## src/rtl/ex_branch_resolve_pkg.sv

```systemverilog
// Shared definitions for the EX-stage branch resolver: branch-type codes,
// FSM state encoding, flush counter width and the registered EX/MEM payload.
package ex_branch_resolve_pkg;

  // br_type encoding presented by ID/EX; 3'b111 is reserved and behaves as none.
  typedef enum logic [2:0] {
    BR_NONE = 3'b000,
    BR_BEQ  = 3'b001,
    BR_BNE  = 3'b010,
    BR_BLT  = 3'b011,
    BR_BGE  = 3'b100,
    BR_JAL  = 3'b101,
    BR_JALR = 3'b110,
    BR_RSVD = 3'b111
  } br_type_e;

  typedef enum logic {
    ST_RUN   = 1'b0,
    ST_FLUSH = 1'b1
  } state_e;

  localparam int unsigned CNT_W = 3;
  typedef logic [CNT_W-1:0] cnt_t;

  typedef struct packed {
    logic [31:0] res;
    logic [4:0]  rd;
    logic        wb_en;
  } payload_t;

endpackage

```

## src/rtl/ex_branch_resolve_if.sv

```systemverilog
// Bundle of the ID/EX input handshake, the EX/MEM output handshake and the
// redirect path to IF.
//   master : upstream/downstream environment (drives inputs, sees results)
//   slave  : ex_branch_resolve itself
interface ex_branch_resolve_if;
  // ID/EX side
  logic        in_valid;
  logic        in_ready;
  logic [31:0] pc;
  logic [31:0] imm;
  logic [31:0] alu_c;
  logic        alu_zero;
  logic        alu_sgn;
  logic [2:0]  br_type;
  logic [4:0]  rd;
  logic        wb_en;
  // EX/MEM side
  logic        out_valid;
  logic        out_ready;
  logic [31:0] out_res;
  logic [4:0]  out_rd;
  logic        out_wb_en;
  // IF redirect
  logic        redir_valid;
  logic [31:0] redir_pc;

  modport master (
    output in_valid, pc, imm, alu_c, alu_zero, alu_sgn, br_type, rd, wb_en,
    output out_ready,
    input  in_ready, out_valid, out_res, out_rd, out_wb_en,
    input  redir_valid, redir_pc
  );

  modport slave (
    input  in_valid, pc, imm, alu_c, alu_zero, alu_sgn, br_type, rd, wb_en,
    input  out_ready,
    output in_ready, out_valid, out_res, out_rd, out_wb_en,
    output redir_valid, redir_pc
  );
endinterface

```

## src/rtl/ex_branch_resolve_br_cond.sv

```systemverilog
// Combinational branch/jump decode.
//   br_type_i  : branch type code
//   pc_i/imm_i : PC and sign-extended offset (branch/JAL target base)
//   alu_hi_i   : ALU result bits [31:1] (JALR target, bit 0 cleared)
//   alu_zero_i : ALU zero flag, alu_sgn_i : ALU sign flag
//   taken_o    : control transfer taken
//   target_o   : redirect target
//   link_o     : JAL/JALR, writes pc+4
//   cond_br_o  : conditional branch, never writes back
module ex_branch_resolve_br_cond
  import ex_branch_resolve_pkg::*;
(
  input  logic [2:0]  br_type_i,
  input  logic [31:0] pc_i,
  input  logic [31:0] imm_i,
  input  logic [31:1] alu_hi_i,
  input  logic        alu_zero_i,
  input  logic        alu_sgn_i,
  output logic        taken_o,
  output logic [31:0] target_o,
  output logic        link_o,
  output logic        cond_br_o
);

  br_type_e bt;
  assign bt = br_type_e'(br_type_i);

  // NOTE: every output gets a default before the case so no path leaves a
  // value unassigned, which would otherwise infer a latch.
  always_comb begin
    taken_o   = 1'b0;
    link_o    = 1'b0;
    cond_br_o = 1'b0;
    case (bt)
      // Signed compares trust the sign of SUB; overflow is deliberately not corrected.
      BR_BEQ:  begin cond_br_o = 1'b1; taken_o = alu_zero_i;  end
      BR_BNE:  begin cond_br_o = 1'b1; taken_o = !alu_zero_i; end
      BR_BLT:  begin cond_br_o = 1'b1; taken_o = alu_sgn_i;   end
      BR_BGE:  begin cond_br_o = 1'b1; taken_o = !alu_sgn_i;  end
      BR_JAL,
      BR_JALR: begin link_o = 1'b1; taken_o = 1'b1; end
      default: ;
    endcase
  end

  // pc+imm wraps modulo 2^32.
  assign target_o = (bt == BR_JALR) ? {alu_hi_i, 1'b0} : (pc_i + imm_i);

endmodule

```

## src/rtl/ex_branch_resolve.sv

```systemverilog
// EX-stage back end: resolves branches/jumps and registers the EX/MEM
// payload behind a valid/ready slice. A taken transfer pulses a redirect to
// IF and then drops FLUSH_CYCLES worth of accepted wrong-path inputs.
//   clk, rst_n : clock, asynchronous active-low reset
//   bus        : slave view of ex_branch_resolve_if (ID/EX in, EX/MEM out, redirect)
// Parameters: FLUSH_CYCLES (1..7) drop window length, RESET_PC redir_pc reset value.
module ex_branch_resolve
  import ex_branch_resolve_pkg::*;
#(
  parameter int unsigned FLUSH_CYCLES = 2,
  parameter logic [31:0] RESET_PC     = 32'h0
)(
  input  logic             clk,
  input  logic             rst_n,
  ex_branch_resolve_if.slave bus
);

  state_e      state_q, state_d;
  cnt_t        cnt_q, cnt_d;
  logic        out_valid_q, out_valid_d;
  payload_t    pay_q, pay_d;
  logic        redir_valid_q, redir_valid_d;
  logic [31:0] redir_pc_q, redir_pc_d;

  logic        in_ready;
  logic        accept;
  logic        taken;
  logic        link;
  logic        cond_br;
  logic [31:0] target;

  ex_branch_resolve_br_cond u_br_cond (
    .br_type_i  (bus.br_type),
    .pc_i       (bus.pc),
    .imm_i      (bus.imm),
    .alu_hi_i   (bus.alu_c[31:1]),
    .alu_zero_i (bus.alu_zero),
    .alu_sgn_i  (bus.alu_sgn),
    .taken_o    (taken),
    .target_o   (target),
    .link_o     (link),
    .cond_br_o  (cond_br)
  );

  // During FLUSH inputs are always swallowed, so the stall back-pressure
  // only applies in RUN.
  assign in_ready = (state_q == ST_FLUSH) || !out_valid_q || bus.out_ready;
  assign accept   = bus.in_valid && in_ready;

  always_comb begin
    state_d       = state_q;
    cnt_d         = cnt_q;
    out_valid_d   = out_valid_q;
    pay_d         = pay_q;
    redir_valid_d = 1'b0;
    redir_pc_d    = redir_pc_q;

    // Downstream handshake retires the held payload in either state.
    if (out_valid_q && bus.out_ready) out_valid_d = 1'b0;

    case (state_q)
      ST_RUN: begin
        if (accept) begin
          out_valid_d = 1'b1;
          pay_d.res   = link ? (bus.pc + 32'd4) : bus.alu_c;
          pay_d.rd    = bus.rd;
          pay_d.wb_en = bus.wb_en && !cond_br && (bus.rd != 5'd0);
          // The taken instruction itself still goes to MEM (JAL/JALR link).
          if (taken) begin
            redir_valid_d = 1'b1;
            redir_pc_d    = target;
            state_d       = ST_FLUSH;
            cnt_d         = cnt_t'(FLUSH_CYCLES);
          end
        end
      end
      ST_FLUSH: begin
        // Anything accepted here is wrong-path and simply not captured.
        if (cnt_q <= cnt_t'(1)) begin
          state_d = ST_RUN;
          cnt_d   = '0;
        end else begin
          cnt_d = cnt_q - cnt_t'(1);
        end
      end
      default: state_d = ST_RUN;
    endcase
  end

  // NOTE: state registers use non-blocking assignments so every flop samples
  // the pre-edge value of its neighbours, independent of process order.
  always_ff @(posedge clk or negedge rst_n) begin
    if (!rst_n) begin
      state_q       <= ST_RUN;
      cnt_q         <= '0;
      out_valid_q   <= 1'b0;
      pay_q         <= '0;
      redir_valid_q <= 1'b0;
      redir_pc_q    <= RESET_PC;
    end else begin
      state_q       <= state_d;
      cnt_q         <= cnt_d;
      out_valid_q   <= out_valid_d;
      pay_q         <= pay_d;
      redir_valid_q <= redir_valid_d;
      redir_pc_q    <= redir_pc_d;
    end
  end

  assign bus.in_ready    = in_ready;
  assign bus.out_valid   = out_valid_q;
  assign bus.out_res     = pay_q.res;
  assign bus.out_rd      = pay_q.rd;
  assign bus.out_wb_en   = pay_q.wb_en;
  assign bus.redir_valid = redir_valid_q;
  assign bus.redir_pc    = redir_pc_q;

endmodule

```

## src/flat_wrapper.sv

```systemverilog
// flat-port wrapper written by rule: the top's interface ports become plain ports
module ex_branch_resolve_flat import ex_branch_resolve_pkg::*;
#(
  parameter int unsigned FLUSH_CYCLES = 2,
  parameter logic [31:0] RESET_PC     = 32'h0
)
  (clk, rst_n, bus_in_valid, bus_pc, bus_imm, bus_alu_c, bus_alu_zero, bus_alu_sgn, bus_br_type, bus_rd, bus_wb_en, bus_out_ready, bus_in_ready, bus_out_valid, bus_out_res, bus_out_rd, bus_out_wb_en, bus_redir_valid, bus_redir_pc);
  ex_branch_resolve_if bus_i ();
  input  logic clk;
  input  logic rst_n;
  input wire logic [$bits(bus_i.in_valid)-1:0] bus_in_valid;
  input wire logic [$bits(bus_i.pc)-1:0] bus_pc;
  input wire logic [$bits(bus_i.imm)-1:0] bus_imm;
  input wire logic [$bits(bus_i.alu_c)-1:0] bus_alu_c;
  input wire logic [$bits(bus_i.alu_zero)-1:0] bus_alu_zero;
  input wire logic [$bits(bus_i.alu_sgn)-1:0] bus_alu_sgn;
  input wire logic [$bits(bus_i.br_type)-1:0] bus_br_type;
  input wire logic [$bits(bus_i.rd)-1:0] bus_rd;
  input wire logic [$bits(bus_i.wb_en)-1:0] bus_wb_en;
  input wire logic [$bits(bus_i.out_ready)-1:0] bus_out_ready;
  output wire logic [$bits(bus_i.in_ready)-1:0] bus_in_ready;
  output wire logic [$bits(bus_i.out_valid)-1:0] bus_out_valid;
  output wire logic [$bits(bus_i.out_res)-1:0] bus_out_res;
  output wire logic [$bits(bus_i.out_rd)-1:0] bus_out_rd;
  output wire logic [$bits(bus_i.out_wb_en)-1:0] bus_out_wb_en;
  output wire logic [$bits(bus_i.redir_valid)-1:0] bus_redir_valid;
  output wire logic [$bits(bus_i.redir_pc)-1:0] bus_redir_pc;
  assign bus_i.in_valid = bus_in_valid;
  assign bus_i.pc = bus_pc;
  assign bus_i.imm = bus_imm;
  assign bus_i.alu_c = bus_alu_c;
  assign bus_i.alu_zero = bus_alu_zero;
  assign bus_i.alu_sgn = bus_alu_sgn;
  assign bus_i.br_type = bus_br_type;
  assign bus_i.rd = bus_rd;
  assign bus_i.wb_en = bus_wb_en;
  assign bus_i.out_ready = bus_out_ready;
  assign bus_in_ready = bus_i.in_ready;
  assign bus_out_valid = bus_i.out_valid;
  assign bus_out_res = bus_i.out_res;
  assign bus_out_rd = bus_i.out_rd;
  assign bus_out_wb_en = bus_i.out_wb_en;
  assign bus_redir_valid = bus_i.redir_valid;
  assign bus_redir_pc = bus_i.redir_pc;
  ex_branch_resolve #(.FLUSH_CYCLES(FLUSH_CYCLES), .RESET_PC(RESET_PC)) u_core (.clk(clk), .rst_n(rst_n), .bus(bus_i));
endmodule
```

## config.mk

```make
export PLATFORM = sky130hd
export DESIGN_NAME = ex_branch_resolve_flat
export DESIGN_NICKNAME = d
export VERILOG_FILES = /design/src/rtl/ex_branch_resolve_pkg.sv /design/src/rtl/ex_branch_resolve_if.sv /design/src/rtl/ex_branch_resolve_br_cond.sv /design/src/rtl/ex_branch_resolve.sv /design/src/flat_wrapper.sv
export SDC_FILE = /design/constraint.sdc
export NUM_CORES = 1
export LEC_CHECK = 0
export CAP_MARGIN = 20
export CORE_MARGIN = 4
export CORE_UTILIZATION = 51
export DETAILED_ROUTE_END_ITERATION = 7
export GPL_TIMING_DRIVEN = 0
export HOLD_SLACK_MARGIN = 0.1
export PLACE_DENSITY = 0.86
export SYNTH_ARGS = -nofsm -noshare
export SYNTH_HDL_FRONTEND = slang
export SYNTH_SLANG_ARGS = --single-unit
```

## constraint.sdc

```tcl
create_clock -name clk -period 3.3 [get_ports clk]
set_input_delay 0.66 -clock clk [delete_from_list [all_inputs] [get_ports clk]]
set_output_delay 0.66 -clock clk [all_outputs]
set_load 0.03 [all_outputs]
```

-- After elaboration in Yosys (flattened, before gate mapping)
Cells that the tools add are included.
- register bits after elaboration: 76
- output and inout bits: 73
- input port bits: 111
- eq/ne operators: 8
- order comparisons: 1
- reduce and logical (&&, ||, !) cells: 16
- bitwise logic cells: 1
- muxes and demuxes: 17
- add/sub/neg operators: 3
- operator list (kind ; number):
    $mux 32 ; 2
    $add 32x3->32 const B ; 1
    $add 32x32->32 ; 1
    $eq 3x3->1 const B ; 3
    $mux 1 ; 9
    $mux 3 ; 3
    $eq 3x2->1 const B ; 2
    $pmux 3 s2 ; 1
    $pmux 1 s5 ; 1
    $reduce_bool 5->1 ; 1
    $logic_and 1x1->1 ; 4
    $logic_not 1->1 ; 4
    $ne 2x1->1 const B ; 2
    $reduce_and 2->1 ; 2
    $reduce_or 4->1 ; 1
    $eq 3x1->1 const B ; 1
    $le 3x1->1 const B ; 1
    $reduce_and 3->1 ; 1
    $sub 3x1->3 const B ; 1
    $logic_or 1x1->1 ; 2
    $pmux 1 s2 ; 1
    $reduce_or 2->1 ; 1
    $not 1->1 ; 1

-- Longest topological paths before layout
- word-level depth: 6
- mapped depth: 9
- depth with buffers taken out: 9

-- By module
Synthesis repeated with hierarchy kept, for this count alone.
- cell total of the unflattened synthesis: 764
- area total of the unflattened synthesis: 5945.7 µm²
- modules (own cells, without submodules) (module ; area each (µm²) ; times used ; sequential area each (µm²) ; cells each):
    ex_branch_resolve ; 3758.6 ; 1 ; 1901.8 ; 421
    ex_branch_resolve_br_cond ; 2187.1 ; 1 ; 0.0 ; 343

-- Least setup slack after synthesis
Ideal clock, no wire load.
- path type: input-to-reg
- start point: in bus_imm[0]
- end point: reg u_core.redir_pc_q[18], in the netlist u_core.bus.redir_pc[18]
- path slack: 600 ps
- data required time: 3173 ps
- arrival: 2573 ps
- stages: 9
- path through: ha_1 -> fa_1 -> a21o_1 -> a221o_1 -> a221oi_1 -> nor2_1 -> nor2_1 -> xor2_1 -> o22ai_1
- cells in the longest elaborated chain, start to end: 2
- RTL lines (item ; line ; source):
    start, declared ; flat_wrapper.sv:13 ; input wire logic [$bits(bus_i.imm)-1:0] bus_imm;
    $add 32x32->32 ; ex_branch_resolve_br_cond.sv:47 ; assign target_o = (bt == BR_JALR) ? {alu_hi_i, 1'b0} : (pc_i + imm_i);
    $mux 32 ; ex_branch_resolve_br_cond.sv:47 ;
    end signal, assigned ; ex_branch_resolve.sv:106 ; redir_pc_q <= redir_pc_d;
    end, declared ; ex_branch_resolve.sv:23 ; logic [31:0] redir_pc_q, redir_pc_d;
Every way passes these cells.
A chain may end at the register's enable or synchronous reset.

-- Worst setup path in the final report
- start point: in bus_pc[0]
- end point: reg u_core.redir_pc_q[26], in the netlist u_core.bus.redir_pc[26]
- cells in the longest elaborated chain, start to end: 2
- RTL lines (item ; line ; source):
    start, declared ; flat_wrapper.sv:12 ; input wire logic [$bits(bus_i.pc)-1:0] bus_pc;
    $add 32x32->32 ; ex_branch_resolve_br_cond.sv:47 ;
    $mux 32 ; ex_branch_resolve_br_cond.sv:47 ;
Every way passes these cells.

==> flow_summary.toml <==
[timing]
hold_violations = 0
skew_ns = 0.005640
final_max_slew_viol_count = 0
max_freq_mhz = 314.5
post-route-period-util = 0.9634
maxSlewHeadroom = 0.4456
rsz0062_at_grt = "no"
fin_tns_setup_ns = 0
setup_violations = 0
min_period_ns = 3.179
worstMarginPinSlew_ns = 0.8285

[outcome]
outcome = "finished, final reports clean"

[cts]
cts_root_buffer = "clkbuf_8"
cts-buffers-inserted = 9
tritoncts = "done"
clk_pin_slew_ns = 0.08
cts_setup_buffers = 0
clock_latency_ns = 0.36
h-tree-depth = 3
clkSinkCount = 76
clk_path_buf_depth = 2

[floorplanning]
start_util = 0.5189
die_area_sq_um = 12770
die_y_microns = 113.0
std_cell_rows = 38
die_w_microns = 113.0
io_pins = 184
core_area_sq_um = 10840

[global_route]
grt_pass1_vias = 6151
antenna_found_initial = 0
overflow = 0
grt_max_degree = 52
grt_pass1_wl_microns = 32330
grtUsageTotal = 0.3215

[cells_and_area]
antenna_cells = 0
layout.nets = 1058
drive_above_1_share = 0.04144
fillCellCount = 856
area_delta_synth_final_pct = 40.77

[drt]
drc_errors = 0
wire_per_inst_microns = 19.61
via_per_inst = 5.957
first_pass_iters = 6
ant_nets = 0
drt_wl_total_microns = 20730
drt_iter0_drc = 631
vias = 6297

[logic_synthesis]
synth_edf_count = 0
synth.cell_area_sq_um = 5625
synth_cell_types = 59
synthArstFlopShare = 1.000
yosysSeqAreaShare = 0.3381
yosysWarnings = 0
syn_area_per_cell_sq_um = 7.846
synth_ff_type = "dfrtp_1"
synth_nets = 863
syn_inst = 717
ys_ff_latch = 76

[pwr]
p_leak_uw = 0.003259
ir_drop_mv = 0.6559
power_density_nw_per_um2 = 728.7
power.total_uw = 5771

[hold_path]
hp-class = "in2async"

[critical_path]
crit_required_ns = 3.55
cp_max_fo = 3
arrival_ns = 3.42
worstPathCellList = "clkdlybuf4s50_1 > ha_1 > fa_1 > a21o_1 > a221o_1 > a22oi_1 > o31ai_2 > a21oi_1 > xor2_1 > o211ai_1"
max_stage_delay_ns = 0.45
worstSetupPathType = "in2reg"
startpoint_type = "primary input"
cp_slowest_cell = "clkdlybuf4s50_1"
end_kind = "flop"

[run]
max-cap-violations = 0

[placement]
portBuffers = 183
dpl.hpwl_microns = 16530
place.gp.congestion = 0.9981
cell type report:
type,instances,area (sq um),area share
Clock buffer,10,127.6,0.01612
Tap cell,140,175.2,0.02212
Clock inverter,6,112.6,0.01422
Buffer,35,140.1,0.01770
Inverter,8,32.53,0.004108
Multi-Input combinational cell,598,3572,0.4511
Timing Repair Buffer,184,1857,0.2345
Sequential cell,76,1902,0.2402
layer usage:
metal | track usage | wire length [microns]
met5 | 0 | 0
met4 | 0.09375 | 590
met3 | 0.04866 | 1709
met2 | 0.5245 | 9715
met1 | 0.4454 | 8711
repair_timing:
item	4_1_cts	5_1_grt
endpoints found under the setup margin	1	4
resized for setup	1	3
hold endpoints to repair	0	0
hold buffers	0	0
cells by family (layout without fill, tap and decap cells):
logic type | after synthesis | after routing | synth area share
AOI/OAI and AO/OA | 229 | 229 | 0.2440
xor gates and xnor gates | 55 | 55 | 0.08563
adders and majority gates | 35 | 35 | 0.07918
buffers and inverters | 43 | 243 | 0.03069
DFF | 76 | 76 | 0.3381
muxes | 2 | 2 | 0.003559
and+or+nand+nor | 277 | 277 | 0.2189
state kept, by name (all words and copies together) (netlist names):
signal                  count
u_core.bus.out_wb_en        1
u_core.bus.out_res         32
u_core.bus.out_rd           5
u_core.cnt_q                3
u_core.state_q              1
u_core.bus.out_valid        1
u_core.bus.redir_valid      1
u_core.bus.redir_pc        32
cell usage in the layout (no fill, tap or decap), types with 26 or more instances in the layout:
cell type,n
clkdlybuf4s50_1,182
nand2_1,123
a21oi_1,76
dfrtp_1,76
nor2_1,75
o21ai_0,42
o21ai_1,40
ha_1,34
clkbuf_1,29
xnor2_1,29
xor2_1,26
report_power, final:
part / switching (uW) / total (uW) / leakage (uW) / internal [uW]
sequential: 295 / 1680 / 0.000924 / 1380
combinational: 1930 / 3220 / 0.00222 / 1300
clock: 366 / 869 / 0.000120 / 504
total: 2590 / 5770 / 0.00326 / 3180
worst paths after layout:
kind	startpoint	end	slack, ns	cells past startpoint
max reg2reg	u_core.bus.out_valid	u_core.bus.redir_pc[29]	1.03	8
min in group clk	u_core.bus.out_rd[0]	u_core.bus.out_rd[0]	0.48	2
max in group asynchronous	rst_n	u_core.bus.out_res[13]	2.51	2
min	rst_n	u_core.bus.out_rd[0]	0.21	1
min reg2reg	u_core.bus.out_rd[0]	u_core.bus.out_rd[0]	0.48	2
max	bus_pc[0]	u_core.bus.redir_pc[26]	0.12	10
cell usage after synthesis, drive strengths merged (2+ instances only):
master	number	area [sq um]
inv	8	32.54
dfrtp	76	1902
xor2	26	227.7
mux2i	2	20.02
xnor2	29	254.0
a21o	7	52.55
a22oi	11	82.58
and2	3	18.77
or3	6	42.54
clkbuf	28	105.1
o211ai	11	82.58
a311oi	2	17.52
a21oi	77	389.1
nor2b	3	18.77
nor2	75	281.5
a31oi	6	37.54
a211oi	6	55.05
nor4	2	12.51
nand3	21	105.1
o21a	4	30.03
nand2b	5	31.28
o22ai	5	37.53
ha	34	425.4
nand2	125	474.2
o21ai	83	415.4
nand4	15	93.84
buf	7	35.03
nor3	8	45.04
and3	4	25.02
and4	5	43.79
a221oi	3	26.28
worst max-delay path: cells and delay by family:
kind	cells	cell delay (ns)
AOI/OAI and AO/OA	6	1.34
xor gates and xnor gates	1	0.29
buffers and inverters	1	0.45
adders and majority gates	2	0.69
metrics by stage:
step / instance area [sq um] / cells / util / worst slack, ns / hold WS [ns]
2_1_floorplan: 5625 / 717 / - / 0.5998 / 0.3644
3_3_place_gp: 7632 / 1040 / 0.7041 / -0.9985 / 0.4620
3_5_place_dp: 7657 / 1041 / 0.7064 / -0.4537 / 0.4644
4_1_cts: 7904 / 1057 / 0.7291 / 0.07300 / 0.2154
5_1_grt: 7919 / 1057 / 0.7305 / 0.01426 / 0.2265
6_report: 7919 / 1057 / 0.7305 / 0.1208 / 0.2078
(Power assumes the default switching activity.)
